--- config.mk ---
export PLATFORM = sky130hd
export DESIGN_NAME = wb_port_arbiter
export DESIGN_NICKNAME = d
export VERILOG_FILES = /design/src/rtl/wb_port_arbiter.sv
export SDC_FILE = /design/constraint.sdc
export NUM_CORES = 1
export LEC_CHECK = 0
export BUFFER_PORTS_ARGS = -buffer_cell sky130_fd_sc_hd__buf_2
export CAP_MARGIN = 5
export CORE_MARGIN = 4
export CORE_UTILIZATION = 45
export CTS_CLUSTER_DIAMETER = 200
export DETAILED_ROUTE_END_ITERATION = 8
export PLACE_DENSITY = 0.67
export SLEW_MARGIN = 30
export SYNTH_ARGS = -nofsm -noshare
export SYNTH_HDL_FRONTEND = slang
export SYNTH_SLANG_ARGS = --single-unit
--- constraint.sdc ---
create_clock -name clk -period 3.3 [get_ports clk]
set_input_delay 0.33 -clock clk [delete_from_list [all_inputs] [get_ports clk]]
set_output_delay 0.33 -clock clk [all_outputs]
set_load 0.05 [all_outputs]
--- src/rtl/wb_port_arbiter.sv ---
`default_nettype none
// ============================================================================
// Module      : wb_port_arbiter
// Description : Two-requester write-back arbiter with a 2-entry FIFO per port,
//               round-robin selection on contention and a registered
//               register-file write port. Optional macro WB_ARB_BYPASS_EN lets
//               an arbitration-winning request into an empty FIFO skip it.
// Revision    : 1.0 - initial release
// ============================================================================
module wb_port_arbiter (
    input  logic        clk,
    input  logic        rst,
    input  logic        req0_valid,
    input  logic [3:0]  req0_dest,
    input  logic [31:0] req0_data,
    input  logic        req1_valid,
    input  logic [3:0]  req1_dest,
    input  logic [31:0] req1_data,
    output logic        req0_ready,
    output logic        req1_ready,
    output logic        writeBackEn,
    output logic [3:0]  Dest_wb,
    output logic [31:0] Result_WB,
    input  logic [3:0]  query_reg,
    output logic        query_pending
);

    localparam logic [1:0] c_CNT_FULL = 2'd2;

    // Entry layout: {dest[3:0], data[31:0]}
    logic [1:0][1:0][35:0] r_mem;
    logic [1:0][1:0]       r_cnt;
    logic [1:0]            r_wptr;
    logic [1:0]            r_rptr;
    logic                  r_rr;

    logic [1:0]            w_valid;
    logic [1:0][35:0]      w_entry;
    logic [1:0]            w_ready;
    logic [1:0]            w_push;
    logic [1:0]            w_head_vld;
    logic [1:0]            w_cand;
    logic [1:0]            w_grant;
    logic [1:0]            w_bypass;
    logic [1:0]            w_pop;
    logic [1:0]            w_fifo_wr;
    logic                  w_contend;
    logic                  w_sel;
    logic [35:0]           w_out_entry;
    logic                  w_buf_hit;

    assign w_valid    = {req1_valid, req0_valid};
    assign w_entry    = {{req1_dest, req1_data}, {req0_dest, req0_data}};
    assign req0_ready = w_ready[0];
    assign req1_ready = w_ready[1];

    always_comb begin
        for (int i = 0; i < 2; i++) begin
            w_ready[i]    = !rst && (r_cnt[i] != c_CNT_FULL);
            w_push[i]     = w_valid[i] && w_ready[i];
            w_head_vld[i] = (r_cnt[i] != 2'd0);
`ifdef WB_ARB_BYPASS_EN
            w_cand[i]     = w_head_vld[i] || w_push[i];
`else
            w_cand[i]     = w_head_vld[i];
`endif
        end
    end

    assign w_contend  = w_cand[0] && w_cand[1];
    assign w_grant[0] = w_cand[0] && (!w_cand[1] || !r_rr);
    assign w_grant[1] = w_cand[1] && (!w_cand[0] ||  r_rr);
    assign w_sel      = w_grant[1];

    always_comb begin
        for (int i = 0; i < 2; i++) begin
            // A granted candidate with an empty FIFO can only be a bypass.
            w_bypass[i]  = w_grant[i] && !w_head_vld[i];
            w_pop[i]     = w_grant[i] &&  w_head_vld[i];
            w_fifo_wr[i] = w_push[i]  && !w_bypass[i];
        end
    end

    assign w_out_entry = w_bypass[w_sel] ? w_entry[w_sel] : r_mem[w_sel][r_rptr[w_sel]];

    always_comb begin
        w_buf_hit = 1'b0;
        for (int i = 0; i < 2; i++) begin
            for (int j = 0; j < 2; j++) begin
                if (((r_cnt[i] == c_CNT_FULL) || ((r_cnt[i] == 2'd1) && (r_rptr[i] == 1'(j))))
                    && (r_mem[i][j][35:32] == query_reg)) begin
                    w_buf_hit = 1'b1;
                end
            end
        end
    end

    assign query_pending = w_buf_hit || (writeBackEn && (Dest_wb == query_reg));

    always_ff @(posedge clk) begin
        if (rst) begin
            r_cnt       <= '0;
            r_wptr      <= '0;
            r_rptr      <= '0;
            r_rr        <= 1'b0;
            writeBackEn <= 1'b0;
            Dest_wb     <= 4'd0;
            Result_WB   <= 32'd0;
        end else begin
            for (int i = 0; i < 2; i++) begin
                if (w_fifo_wr[i]) begin
                    r_mem[i][r_wptr[i]] <= w_entry[i];
                    r_wptr[i]           <= ~r_wptr[i];
                end
                if (w_pop[i]) begin
                    r_rptr[i] <= ~r_rptr[i];
                end
                case ({w_fifo_wr[i], w_pop[i]})
                    2'b10:   r_cnt[i] <= r_cnt[i] + 2'd1;
                    2'b01:   r_cnt[i] <= r_cnt[i] - 2'd1;
                    default: r_cnt[i] <= r_cnt[i];
                endcase
            end
            // On contention the pointer moves to whichever side lost.
            if (w_contend) begin
                r_rr <= w_grant[0];
            end
            writeBackEn <= |w_grant;
            if (|w_grant) begin
                Dest_wb   <= w_out_entry[35:32];
                Result_WB <= w_out_entry[31:0];
            end
        end
    end

endmodule
`default_nettype wire

Word level (Yosys, flattened, before mapping)
Cells that the tools add are included.
- output and inout bits: 40
- register bits: 190
- input port bits: 80
- logic and storage cells: 111
- $add $sub $neg: 4
- bitwise logic cells: 5
- reductions and logical operators: 44
- equality and inequality tests: 15
- muxes and demuxes: 23
- order comparisons: 6
- operator list (operator ; count):
    36-bit 2-to-1 mux ; 7
    72-bit bitwise mux ; 2
    72-bit 2-to-1 mux ; 2
    36-bit demux with 1-bit select ; 2
    1-bit logical AND ; 24
    4-bit equality test ; 5
    2-bit by 1-bit equality test with 1-bit output, second input constant ; 4
    2-bit equality test, second input constant ; 4
    1-bit by 2-bit < comparator with 1-bit output, second input constant ; 4
    1-bit 2-to-1 mux ; 8
    2-bit one-hot mux with 2 select lines ; 2
    2-bit nonzero test ; 4
    1-bit logical OR ; 7
    1-bit zero test ; 6
    1-bit NOT ; 5
    2-bit by 1-bit adder with 2-bit output, second input constant ; 2
    2-bit != test, second input constant ; 2
    2-bit AND reduction ; 2
    2-bit by 1-bit subtractor with 2-bit output, second input constant ; 2
    1-bit greater-or-equal comparator, second input constant ; 2
    2-bit OR reduction ; 1

Logic depth before layout (Yosys ltp)
- word-level depth: 9
- depth in mapped cells: 9
- mapped depth without buffers: 8

Worst setup path before layout
No wires, ideal clock.
- kind: register to register
- from: register r_cnt[0] in the netlist's numbering
- to: register r_mem[0] in the netlist's numbering, enable pin
- required time: 2871 ps
- path slack: -254 ps
- period minus slack after synthesis: 3554 ps
- stages on the path, launching flop included: 6
- setup time: 429 ps
- arrival: 3124 ps
- buffers on the path: 0
- cell sequence: dfxtp_1 -> inv_1 -> ha_1 -> nor2_1 -> nand2_1 -> nor2_1
- elaborated cells between the ends (all ways): 10
- those cells by class: 1 x eq/ne; 9 x reduce/logical
- RTL lines (what ; line ; RTL):
    from (decl) ; 32 ; logic [1:0][1:0] r_cnt;
    from (signal, indexed assignment) ; 119 ; 2'b10: r_cnt[i] <= r_cnt[i] + 2'd1;
    from (signal, indexed assignment) ; 120 ; 2'b01: r_cnt[i] <= r_cnt[i] - 2'd1;
    from (signal, indexed assignment) ; 121 ; default: r_cnt[i] <= r_cnt[i];
    2-bit != test ; 59 ; w_ready[i] = !rst && (r_cnt[i] != c_CNT_FULL);
    1-bit logical AND ; 59 ;
    named net req0_ready ; 19 ; output logic req0_ready,
    1-bit logical AND ; 60 ; w_push[i] = w_valid[i] && w_ready[i];
    1-bit logical AND ; 80 ; w_fifo_wr[i] = w_push[i] && !w_bypass[i];
    2-bit AND reduction (no line) ; -- ;
    to (signal, indexed assignment) ; 112 ; r_mem[i][r_wptr[i]] <= w_entry[i];
    to (decl) ; 31 ; logic [1:0][1:0][35:0] r_mem;
The timed path passes the listed nets, and every way through them passes these cells.
A chain may end at the register's enable or synchronous reset.

Final worst setup path
- from: register r_rptr[0]
- to: output query_pending
- longest elaborated chain between the ends: 9
- elaborated cells between the ends (all ways): 12
- those cells by class: 4 x mux; 1 x bitwise; 7 x reduce/logical
- RTL lines (what ; line ; RTL):
    from (decl) ; 34 ; logic [1:0] r_rptr;
    from (signal, indexed assignment) ; 116 ; r_rptr[i] <= ~r_rptr[i];
    1-bit NOT ; 90 ; if (((r_cnt[i] == c_CNT_FULL) || ((r_cnt[i] == 2'd1) && (r_rptr[i] == 1'(j))))
    1-bit logical AND ; 90 ;
    1-bit logical OR ; 90 ;
    1-bit logical AND ; 91 ; && (r_mem[i][j][35:32] == query_reg)) begin
    1-bit 2-to-1 mux ; 90 ;
    1-bit 2-to-1 mux * (3 in a row) ; 90 ;
    1-bit logical OR * ; 98 ; assign query_pending = w_buf_hit || (writeBackEn && (Dest_wb == query_reg));
    to (decl) ; 25 ; output logic query_pending
Mark *: on every way between the ends. The rest lies on a longest branch, timed or not.

==> run metrics <==
Setup Buffers After CTS 0; FMAX 423 MHz; met1 GRT Util 0.210; Area Growth Syn to Fin 19.7%; most frequent cells in the layout edfxtp_1 (144), buf_2 (119), mux2i_1 (72); antenna-violating nets left 0; syn_area_per_cell 15.0 um^2; Synth async-reset ratio 0; Synth Register Bits 190; initial antenna violation count 0; Top delay family on crit path flip-flops; detailed placement HPWL 9.58 mm; first-pass GRT wire length 23.2 mm; M3 GR Usage 0.0559; Mapped Nets 567; CP cell instances nor2b_1 -> o21ai_0 -> nor4_1 -> a31oi_1 -> nand3_1 -> buf_2; sequential power share 0.421; internal power 0.00493 W; Switch Pwr 0.00282 W; clk slew on worst S/H paths 70 ps; num rows 45; Die Ht 134 um; core area 15400 um^2; Final Cycle Share 0.717; pwr dens 901 nW/um^2; Slew HR 0.405; cell count after synthesis 479; PostCTS Resize Cnt 0; Hold Crit Class input port to flop; Die Span X 134 um; deepest clock path buffer count 2; TNS Setup 0 ps; layout cells sized above 1 0.268; I/O pins 120; commonest non-fill, non-tap cell in the layout edfxtp_1; Final Power 0.00776 W; met2 usage 0.286; Max Fanout on Critical Path 19; Worst Tran Pin Value 893 ps; clock sinks 190; CP required 2970 ps; die area 18100 um^2; Multi-input gate area 1810 um^2; Starting Density 0.466; Buf/Inv on CP 1; grt total ovfl 0; EDFF count, synth 144; Sw Ratio 0.364; vias in the first global route 4367; max-capacitance violation count 0; vias post-DR 4121; Max Clock Skew 10.7 ps; static leakage 3.19 nW; largest net degree at the start of global routing 37; power share of the combinational group 0.313; min cycle time layout 2370 ps; post-synth cell types 29; GR peak layer met2; CTS Root Cell clkbuf_16; Synth warnings 0; Final Hold Viols 0; register area share after synthesis 0.729; GRT Util Overall 0.169; first-pass iteration count of the detailed router 4; H-Tree Depth 4; Residual DRC 0; drt wl/cell 17.8 um; startpoint types flop; peak supply drop 0.000490 V; vias per cell 5.00; NumNets Final 687; CTS Buf Count 17; total wire length 14.6 mm; Fillers 1299; initial detailed-routing violation count 217; Final GP Congestion 0.807; Crit path largest cell delay 750 ps; IO buf count 119; outcome completed; CTS Hold Buffers Added 0; mapped cell area 7190 um^2; Worst Setup End Kind output port; Slowest cell on crit path dfxtp_2; unrepaired setup endpoints after global routing no; TritonCTS clock tree yes; post-route cell area 8610 um^2; Clock power frac 0.266; Pins Over Slew Limit 0; FF/Latch Area 5250 um^2; most used flip-flop cell after synthesis edfxtp_1; WS Path Type flop to output port; Clk Latency, worst-skew pair 420 ps; CP arrival 2040 ps; placed inst area 7980 um^2; Setup-failing EPs final 0
==> logic make-up (layout without fill, tap and decap cells) <==
| kind of cell | count (synthesis) | count (layout) | synth area share |
|---|---|---|---|
| compound gates | 85 | 85 | 0.0611 |
| xor+xnor | 28 | 28 | 0.0341 |
| fa+ha+maj | 8 | 8 | 0.0139 |
| buf+inv | 30 | 163 | 0.0230 |
| flops | 190 | 190 | 0.729 |
| mux | 72 | 72 | 0.100 |
| other cells | 0 | 1 | 0 |
| simple gates | 66 | 66 | 0.0384 |
==> final timing paths <==
kind | from | to | slack (ps) | cells after the start
setup / recovery | r_rptr[0] | query_pending | 930 | 6
hold / removal | req0_data[15] | r_mem[15] | 100 | 1
setup reg to reg | r_cnt[2] | r_mem[106] | 1060 | 6
hold reg to reg | Result_WB[26] | Result_WB[26] | 470 | 2
==> sequential cells by signal, summed over array words and instances, names as in the netlist <==
signal	cells
Dest_wb	4
r_mem	144
writeBackEn	1
r_wptr	2
r_rr	1
r_cnt	4
r_rptr	2
Result_WB	32
==> area by class of cell <==
type | instances | share of cell area
clock buffer | 20 | 0.0519
antenna | 1 | 0.000291
tap | 211 | 0.0307
clock inverter | 12 | 0.0183
timing repair buffer | 125 | 0.0767
sequential | 190 | 0.609
inverter | 6 | 0.00262
multi-input combinational | 259 | 0.210
==> synth_stat cells, types with 3 or more instances <==
cell type,number,area share
a21oi_1,40,0.028
clkbuf_1,6,0.0031
buf_6,4,0.0063
ha_1,8,0.014
inv_1,6,0.0031
o21ai_1,27,0.019
o21ai_0,12,0.0084
nor3_1,3,0.0021
edfxtp_1,144,0.60
nand2_1,3,0.0016
nor2_1,49,0.026
mux2i_1,72,0.10
xnor2_1,8,0.0097
dfxtp_1,46,0.13
xor2_1,20,0.024
buf_2,10,0.0070
==> power by group through the flow <==
| stage | Combinational [W] | Clock [W] | Sequential, W |
|---|---|---|---|
| final | 0.00243 | 0.00207 | 0.00327 |
| after global routing | 0.00262 | 0.00224 | 0.00332 |
| after CTS | 0.00243 | 0.00210 | 0.00327 |
| after detailed placement | 0.00241 | 0 | 0.00332 |
| after global placement | 0.00236 | 0 | 0.00331 |
| after floorplan | 0.00114 | 0 | 0.00399 |
==> worst register-to-register path: stages (launching register included) <==
cell and delay [ps]:
dfxtp_1 380, inv_1 90, ha_1 230, nor2_1 160
nand2_1 160, nor2_4 550, buf_4 360
==> metal layers <==
metal,share of wire,vias to the layer above
li1,-,2000
met1,0.43,1999
met2,0.50,107
met3,0.056,15
met4,0.011,0
met5,0,-
==> metrics by stage <==
step,std cells,hold WS (ps),utilization,setup slack (ps)
after global routing,823,68.0,0.558,730
after CTS,822,76.2,0.556,871
after floorplan,479,429,-,333
after global placement,790,450,0.517,1140
after detailed placement,790,457,0.517,1050
final,824,98.5,0.558,934
(Power assumes the default switching activity.)
